$ cat src/rtl/space_monsters_wave_if.sv
// Space-monsters wave controller bundle: level select, tick, hit request in;
// monster mask, grid position and status pulses out.
interface space_monsters_wave_if;
    logic [2:0]  level_in;
    logic        tick;
    logic        hit_valid;
    logic [1:0]  hit_row;
    logic [2:0]  hit_col;
    logic [31:0] alive_mask;
    logic [9:0]  grid_x;
    logic [9:0]  grid_y;
    logic        hit_ack;
    logic        win;
    logic        tank_destroyed;
    logic        busy;

    // Driver side (game logic / testbench)
    modport master (
        output level_in, tick, hit_valid, hit_row, hit_col,
        input  alive_mask, grid_x, grid_y, hit_ack, win, tank_destroyed, busy
    );

    // Wave controller side
    modport slave (
        input  level_in, tick, hit_valid, hit_row, hit_col,
        output alive_mask, grid_x, grid_y, hit_ack, win, tank_destroyed, busy
    );
endinterface

$ cat src/rtl/space_monsters_wave.sv
// Space-monsters wave controller: 4x8 monster grid that marches left/right,
// descends at the play-field edges, tracks kills and reports win/invasion.
// Optional feature macro: SPACE_MONSTERS_WAVE_SPEEDUP_EN halves the march
// interval while 8 or fewer monsters remain.
module space_monsters_wave #(
    parameter int unsigned GRID_X0 = 40,
    parameter int unsigned GRID_Y0 = 48,
    parameter int unsigned X_MIN   = 8,
    parameter int unsigned X_MAX   = 600,
    parameter int unsigned STEP_X  = 2,
    parameter int unsigned STEP_Y  = 16,
    parameter int unsigned Y_LIMIT = 400
) (
    input logic                 clk,
    input logic                 rst,
    space_monsters_wave_if.slave bus
);

    localparam logic [10:0] RightSpan = 11'(256 + STEP_X);
    localparam logic [10:0] XMaxW     = 11'(X_MAX);
    localparam logic [9:0]  LeftLim   = 10'(X_MIN + STEP_X);
    localparam logic [9:0]  StepX     = 10'(STEP_X);
    localparam logic [9:0]  StepY     = 10'(STEP_Y);
    localparam logic [10:0] YLimW     = 11'(Y_LIMIT);
    localparam logic [10:0] GridH     = 11'd96;

    typedef enum logic [2:0] {
        StIdle, StLoad, StMarch, StDescend, StCleared, StInvaded
    } state_e;

    state_e      state_q, state_d;
    logic [2:0]  level_q;
    logic [31:0] mask_q, mask_d;
    logic [9:0]  gx_q, gx_d, gy_q, gy_d;
    logic        dir_q, dir_d;        // 0 = right, 1 = left
    logic [2:0]  div_q, div_d;
    logic        hit_ack_q, hit_ack_d, win_q, win_d;

    logic [4:0]  hit_idx;
    logic        hit_live;
    logic [31:0] mask_hit;
    logic [3:0]  ivl;
    logic [2:0]  ivl_m1;
    logic [9:0]  gy_step;

    assign hit_idx = {bus.hit_row, bus.hit_col};
    assign gy_step = gy_q + StepY;

`ifdef SPACE_MONSTERS_WAVE_SPEEDUP_EN
    logic [5:0] live_cnt;

    // Live-monster popcount for the late-wave speed-up
    always_comb begin
        live_cnt = '0;
        for (int i = 0; i < 32; i++) begin
            live_cnt = live_cnt + 6'(mask_q[i]);
        end
    end

    // March interval from level, halved when few monsters remain
    always_comb begin
        ivl = (level_q >= 3'd2) ? 4'd4 : 4'd8;
        if (live_cnt <= 6'd8) begin
            ivl = ivl >> 1;
        end
        if (ivl == 4'd0) begin
            ivl = 4'd1;
        end
        ivl_m1 = 3'(ivl - 4'd1);
    end
`else
    // March interval from level only
    always_comb begin
        ivl    = (level_q >= 3'd2) ? 4'd4 : 4'd8;
        ivl_m1 = 3'(ivl - 4'd1);
    end
`endif

    // Next-state, grid motion and hit handling
    always_comb begin
        state_d   = state_q;
        mask_d    = mask_q;
        gx_d      = gx_q;
        gy_d      = gy_q;
        dir_d     = dir_q;
        div_d     = div_q;
        hit_ack_d = 1'b0;
        win_d     = 1'b0;

        hit_live = bus.hit_valid && mask_q[hit_idx] &&
                   (state_q == StLoad || state_q == StMarch || state_q == StDescend);
        mask_hit = mask_q & ~(hit_live ? (32'd1 << hit_idx) : 32'd0);

        case (state_q)
            StLoad: begin
                mask_d    = mask_hit;
                hit_ack_d = hit_live;
                state_d   = StMarch;
            end
            StMarch: begin
                mask_d    = mask_hit;
                hit_ack_d = hit_live;
                // Clearing the wave wins over a move in the same cycle
                if (mask_hit == 32'd0) begin
                    state_d = StCleared;
                    win_d   = 1'b1;
                end else if (bus.tick) begin
                    if (div_q == ivl_m1) begin
                        div_d = '0;
                        if (!dir_q) begin
                            if ({1'b0, gx_q} + RightSpan > XMaxW) begin
                                state_d = StDescend;
                            end else begin
                                gx_d = gx_q + StepX;
                            end
                        end else begin
                            if (gx_q < LeftLim) begin
                                state_d = StDescend;
                            end else begin
                                gx_d = gx_q - StepX;
                            end
                        end
                    end else begin
                        div_d = div_q + 3'd1;
                    end
                end
            end
            StDescend: begin
                mask_d    = mask_hit;
                hit_ack_d = hit_live;
                gy_d      = gy_step;
                dir_d     = ~dir_q;
                state_d   = ({1'b0, gy_step} + GridH >= YLimW) ? StInvaded : StMarch;
            end
            default: ;
        endcase

        // Level select overrides everything the wave was doing
        if (bus.level_in == 3'd0) begin
            state_d   = StIdle;
            mask_d    = '0;
            hit_ack_d = 1'b0;
            win_d     = 1'b0;
        end else if (bus.level_in != level_q) begin
            state_d   = StLoad;
            mask_d    = '1;
            gx_d      = 10'(GRID_X0);
            gy_d      = 10'(GRID_Y0);
            dir_d     = 1'b0;
            div_d     = '0;
            hit_ack_d = 1'b0;
            win_d     = 1'b0;
        end
    end

    // State and datapath registers, synchronous reset
    always_ff @(posedge clk) begin
        if (rst) begin
            state_q   <= StIdle;
            level_q   <= '0;
            mask_q    <= '0;
            gx_q      <= '0;
            gy_q      <= '0;
            dir_q     <= 1'b0;
            div_q     <= '0;
            hit_ack_q <= 1'b0;
            win_q     <= 1'b0;
        end else begin
            state_q   <= state_d;
            level_q   <= bus.level_in;
            mask_q    <= mask_d;
            gx_q      <= gx_d;
            gy_q      <= gy_d;
            dir_q     <= dir_d;
            div_q     <= div_d;
            hit_ack_q <= hit_ack_d;
            win_q     <= win_d;
        end
    end

    assign bus.alive_mask     = mask_q;
    assign bus.grid_x         = gx_q;
    assign bus.grid_y         = gy_q;
    assign bus.hit_ack        = hit_ack_q;
    assign bus.win            = win_q;
    assign bus.tank_destroyed = (state_q == StInvaded);
    assign bus.busy           = (state_q == StLoad) || (state_q == StMarch) ||
                                (state_q == StDescend);

endmodule

$ cat src/flat_wrapper.sv
// flat-port wrapper written by rule: the top's interface ports become plain ports
module space_monsters_wave_flat 
#(
    parameter int unsigned GRID_X0 = 40,
    parameter int unsigned GRID_Y0 = 48,
    parameter int unsigned X_MIN   = 8,
    parameter int unsigned X_MAX   = 600,
    parameter int unsigned STEP_X  = 2,
    parameter int unsigned STEP_Y  = 16,
    parameter int unsigned Y_LIMIT = 400
)
  (clk, rst, bus_level_in, bus_tick, bus_hit_valid, bus_hit_row, bus_hit_col, bus_alive_mask, bus_grid_x, bus_grid_y, bus_hit_ack, bus_win, bus_tank_destroyed, bus_busy);
  space_monsters_wave_if bus_i ();
  input logic clk;
  input logic rst;
  input wire logic [$bits(bus_i.level_in)-1:0] bus_level_in;
  input wire logic [$bits(bus_i.tick)-1:0] bus_tick;
  input wire logic [$bits(bus_i.hit_valid)-1:0] bus_hit_valid;
  input wire logic [$bits(bus_i.hit_row)-1:0] bus_hit_row;
  input wire logic [$bits(bus_i.hit_col)-1:0] bus_hit_col;
  output wire logic [$bits(bus_i.alive_mask)-1:0] bus_alive_mask;
  output wire logic [$bits(bus_i.grid_x)-1:0] bus_grid_x;
  output wire logic [$bits(bus_i.grid_y)-1:0] bus_grid_y;
  output wire logic [$bits(bus_i.hit_ack)-1:0] bus_hit_ack;
  output wire logic [$bits(bus_i.win)-1:0] bus_win;
  output wire logic [$bits(bus_i.tank_destroyed)-1:0] bus_tank_destroyed;
  output wire logic [$bits(bus_i.busy)-1:0] bus_busy;
  assign bus_i.level_in = bus_level_in;
  assign bus_i.tick = bus_tick;
  assign bus_i.hit_valid = bus_hit_valid;
  assign bus_i.hit_row = bus_hit_row;
  assign bus_i.hit_col = bus_hit_col;
  assign bus_alive_mask = bus_i.alive_mask;
  assign bus_grid_x = bus_i.grid_x;
  assign bus_grid_y = bus_i.grid_y;
  assign bus_hit_ack = bus_i.hit_ack;
  assign bus_win = bus_i.win;
  assign bus_tank_destroyed = bus_i.tank_destroyed;
  assign bus_busy = bus_i.busy;
  space_monsters_wave #(.GRID_X0(GRID_X0), .GRID_Y0(GRID_Y0), .X_MIN(X_MIN), .X_MAX(X_MAX), .STEP_X(STEP_X), .STEP_Y(STEP_Y), .Y_LIMIT(Y_LIMIT)) u_core (.clk(clk), .rst(rst), .bus(bus_i));
endmodule
$ cat config.mk
export PLATFORM = sky130hd
export DESIGN_NAME = space_monsters_wave_flat
export DESIGN_NICKNAME = d
export VERILOG_FILES = /design/src/rtl/space_monsters_wave_if.sv /design/src/rtl/space_monsters_wave.sv /design/src/flat_wrapper.sv
export SDC_FILE = /design/constraint.sdc
export NUM_CORES = 1
export LEC_CHECK = 0
export CAP_MARGIN = 15
export CORE_ASPECT_RATIO = 1.2
export CORE_MARGIN = 5
export CORE_UTILIZATION = 50
export CTS_BUF_LIST = sky130_fd_sc_hd__clkbuf_4
export DETAILED_ROUTE_END_ITERATION = 12
export PLACE_DENSITY = 0.74
export SYNTH_ARGS = -nofsm -noshare
export SYNTH_HDL_FRONTEND = slang
export SYNTH_SLANG_ARGS = --single-unit
$ cat constraint.sdc
create_clock -name clk -period 4.7 [get_ports clk]
set_clock_uncertainty 0.1 [all_clocks]
set_input_delay 0.705 -clock clk [delete_from_list [all_inputs] [get_ports clk]]
set_output_delay 0.705 -clock clk [all_outputs]
set_load 0.01 [all_outputs]
==> impl_results.md <==
* Synth Register Bits at 59
* Worst-Skew Late Latency at between 400 and 500 ps
* Compound-Gate Fraction of Synth Area at 0.261
* Logic pwr share at 0.229
* Post-Syn Instances at 455
* NumNets Final at 525
* Maximum VDD drop at 152 uV
* GR peak layer: met2
* CTS tree: yes
* Layout cells sized above 1 at 0.0902
* Final Hold Viols at 0
* Initial antenna violation count at 0
* Pint at between 700 and 800 uW
* Vias per std cell at ~6.1
* Leakage at 0.00166 uW
* Core area at roughly 7200 um2
* Post-CTS setup buffers at 0
* Site Rows at 34
* Layout area overhead at 20.6%
* Switching Fraction at 0.329
* WHS Path Cells at 2
* Area contributors post-synth: dfxtp_1 (32%), a21oi_1 (6.8%), o21ai_0 (4.3%), nand2_1 (3.3%), nor2_1 (3.3%)
* Total number of yosys warnings at 0
* Sw power at between 300 and 400 uW
* First-pass GRT wire length at approximately 17,000 um
* Ant diodes at 0
* Period utilisation layout at 0.843
* Die Width at 88.5 um
* # fillers at 673
* Register area share after synthesis at 0.319
* Crit end category: flop
* Worst hold path type: reg2reg
* Worst r2r path cells at 10
* # hold bufs at CTS at 0
* Clock sink count at 59
* Post-route DRC violation count at 0
* RSZ-0062 raised after global routing: false
* Clock Power Share at 0.276
* Gr ovfl total at 0
* Post-synthesis mux area share at 0.0690
* Fraction of registers with async set/reset at 0
* Leading area contributor after synthesis: dfxtp_1
* Worst-path fanout max at 11
* Die area at slightly above 9000 um2
* Ports at a little under 70
* Number of enable flip-flop cells after synthesis at 0
* Largest net degree at the start of global routing at 35
* Seq pwr share at 0.495
* Placed insts at between 500 and 600
* Slew @ Worst Pin at ~750 ps
* Dominant synthesized flop cell: dfxtp_1
* DRT iter0 DRCs at about 160
* Final instance area at roughly 4500 um2
* Met2 usage at 0.387
* Setup CP Type: in2reg
* Detail Route Antenna Nets at 0
* Largest family of logic cells by synthesized area: compound AO/OA/AOI/OAI gates
* TritonCTS buffer count at 9
* DP HPWL at 7750 um
* GRT met3 Usage at 0.0515
* Total GRT Usage at 0.226
* Slew headroom at 0.490
* Post-synthesis xor/xnor area fraction at 0.0355
* Most common cell in the synthesized netlist: dfxtp_1
* Avg WL per Cell at 17.2 um
* Vias in the first global route at around 3,500
* Clk pin slew, worst setup/hold paths at about 100 ps
* CP required at 4920 ps
* Endpoints failing setup at 0
* Post-route setup TNS at 0 ps
* Synth Area in Adders at 0.0271
* Cell area after synthesis at between 3000 and 4000 um2
* Arr. time, crit path at between 4000 and 5000 ps
* Library cells used by synthesis at 73
* Slew Limit Fails at 0
* Max-Cap Viols at 0
* Initial Util at 0.511
* Crit path time final at ~4000 ps
* Clock buffer depth at 2
* Gp weighted congestion at roughly 0.95
* PostCTS Resize Cnt at 0
* Port bufs at a little over 60
* Commonest cells post-synth: dfxtp_1 (59), a21oi_1 (50), nand2_1 (33), nor2_1 (33), o21ai_0 (32)
* CTS root buf: clkbuf_4
* WHS at between 400 and 500 ps
* Final cell count without fillers at 600
* Area share of the largest cell type after synthesis at 0.319
* Total Power Consumption at 1150 uW
* Outcome: complete, no violations
* Global Route met1 Usage at 0.268
* Fmax at 252 MHz
* Syn_area_per_cell at 8.13 um2
* P per Cell Area at around 260 nW/um2
* Synth Area in Simple Gates at 0.227
* H-Tree Depth at 3
* Via count at approximately 3,700
* Chip height at 104 um
* Drt first pass iters at 4
* CP startpoint kind: input port
* Post-place instance area at approximately 4300 um2
* Detailed Route WL at between 10,000 and 15,000 um
==> layer usage <==
layer,part of all wire,wire [um]
met5,0,0
met2,0.50,5210
met4,0.025,253
met1,0.41,4230
met3,0.061,625
==> worst paths after layout <==
path,slack [ps],from,endpoint
setup / recovery,740,bus_hit_col[0],u_core.bus.grid_x[3]$_SDFF_PP0_
hold / removal,420,u_core.div_q[1]$_SDFF_PP0_,u_core.div_q[1]$_SDFF_PP0_
setup reg to reg,1170,u_core.bus.grid_x[2]$_SDFF_PP0_,u_core.bus.grid_x[9]$_SDFF_PP0_
hold reg to reg,420,u_core.div_q[1]$_SDFF_PP0_,u_core.div_q[1]$_SDFF_PP0_
==> sequential cells by signal, indices dropped and copies added, names as in the netlist <==
signal	cells
u_core.bus.grid_x	9
u_core.bus.grid_y	6
u_core.state_q	3
u_core.dir_q	1
u_core.bus.win	1
u_core.level_q	3
u_core.bus.alive_mask	32
u_core.bus.hit_ack	1
u_core.div_q	3
==> stage by stage <==
step                 util  worst slack [ps]
global route        0.617               606
floorplan               -              1030
CTS                 0.617               784
finish              0.617               737
detailed placement  0.601               331
global placement    0.601               413
==> cell families (layout without fill, tap and decap cells) <==
| kind of cell | count (synthesis) | count (layout) |
|---|---|---|
| AO/OA/AOI/OAI | 145 | 145 |
| XOR/XNOR | 15 | 15 |
| adder cells (fa/ha/maj) | 8 | 8 |
| buffers and inverters | 49 | 100 |
| flip-flops | 59 | 59 |
| multiplexers | 20 | 20 |
| other | 1 | 5 |
| AND/OR/NAND/NOR | 158 | 158 |
==> layout by cell type, fill, tap and decap left out, types with 3 or more instances in the layout <==
cell,netlist,final
nand4_1,6,6
o21ai_0,32,32
mux2_2,4,4
o31a_1,5,5
ha_1,8,8
clkdlybuf4s50_1,0,62
o22ai_1,4,4
and2_1,5,5
nor2b_1,12,12
a211oi_1,4,4
buf_4,7,10
a31o_1,4,4
a2111oi_0,3,3
xor2_1,8,8
clkinv_2,0,3
a21oi_1,50,50
nand3b_1,6,6
conb_1,1,5
a31oi_1,3,3
dfxtp_1,59,59
nand3_1,10,10
nor2_1,33,33
and3_1,4,4
or2_2,5,5
inv_1,12,12
nand2_1,33,33
nor3_1,17,16
o31ai_1,5,5
xnor2_1,7,7
nand2b_1,9,9
mux4_2,4,4
mux2i_1,12,12
a41o_1,4,4
clkbuf_4,0,11
==> power by group through the flow <==
| stage | Sequential, uW | Combinational [uW] | Clock [uW] |
|---|---|---|---|
| floorplan | 578 | 155 | 0 |
| finish | 570 | 264 | 318 |
| CTS | 570 | 264 | 327 |
| detailed placement | 581 | 263 | 0 |
| global route | 575 | 288 | 346 |
| global placement | 581 | 261 | 0 |
==> critical path, stage by stage <==
cell and delay, ps:
clkdlybuf4s50_1 680, nor2b_1 160, a221o_1 360, a211o_1 320, a21o_1 310, or4_4 560
a2111oi_4 390, a211oi_2 220, and4_1 250, nor4_2 230
==> cell type report <==
class / count / area (um2) / share of cell area
Clock buffer: 11 / 82.6 / 0.0185
Tap cell: 90 / 113 / 0.0252
Clock inverter: 5 / 30.0 / 0.00673
Sequential cell: 59 / 1180 / 0.265
Multi-Input combinational cell: 351 / 2310 / 0.519
Timing Repair Buffer: 72 / 696 / 0.156
Inverter: 12 / 45.0 / 0.0101
(Power assumes the default switching activity.)
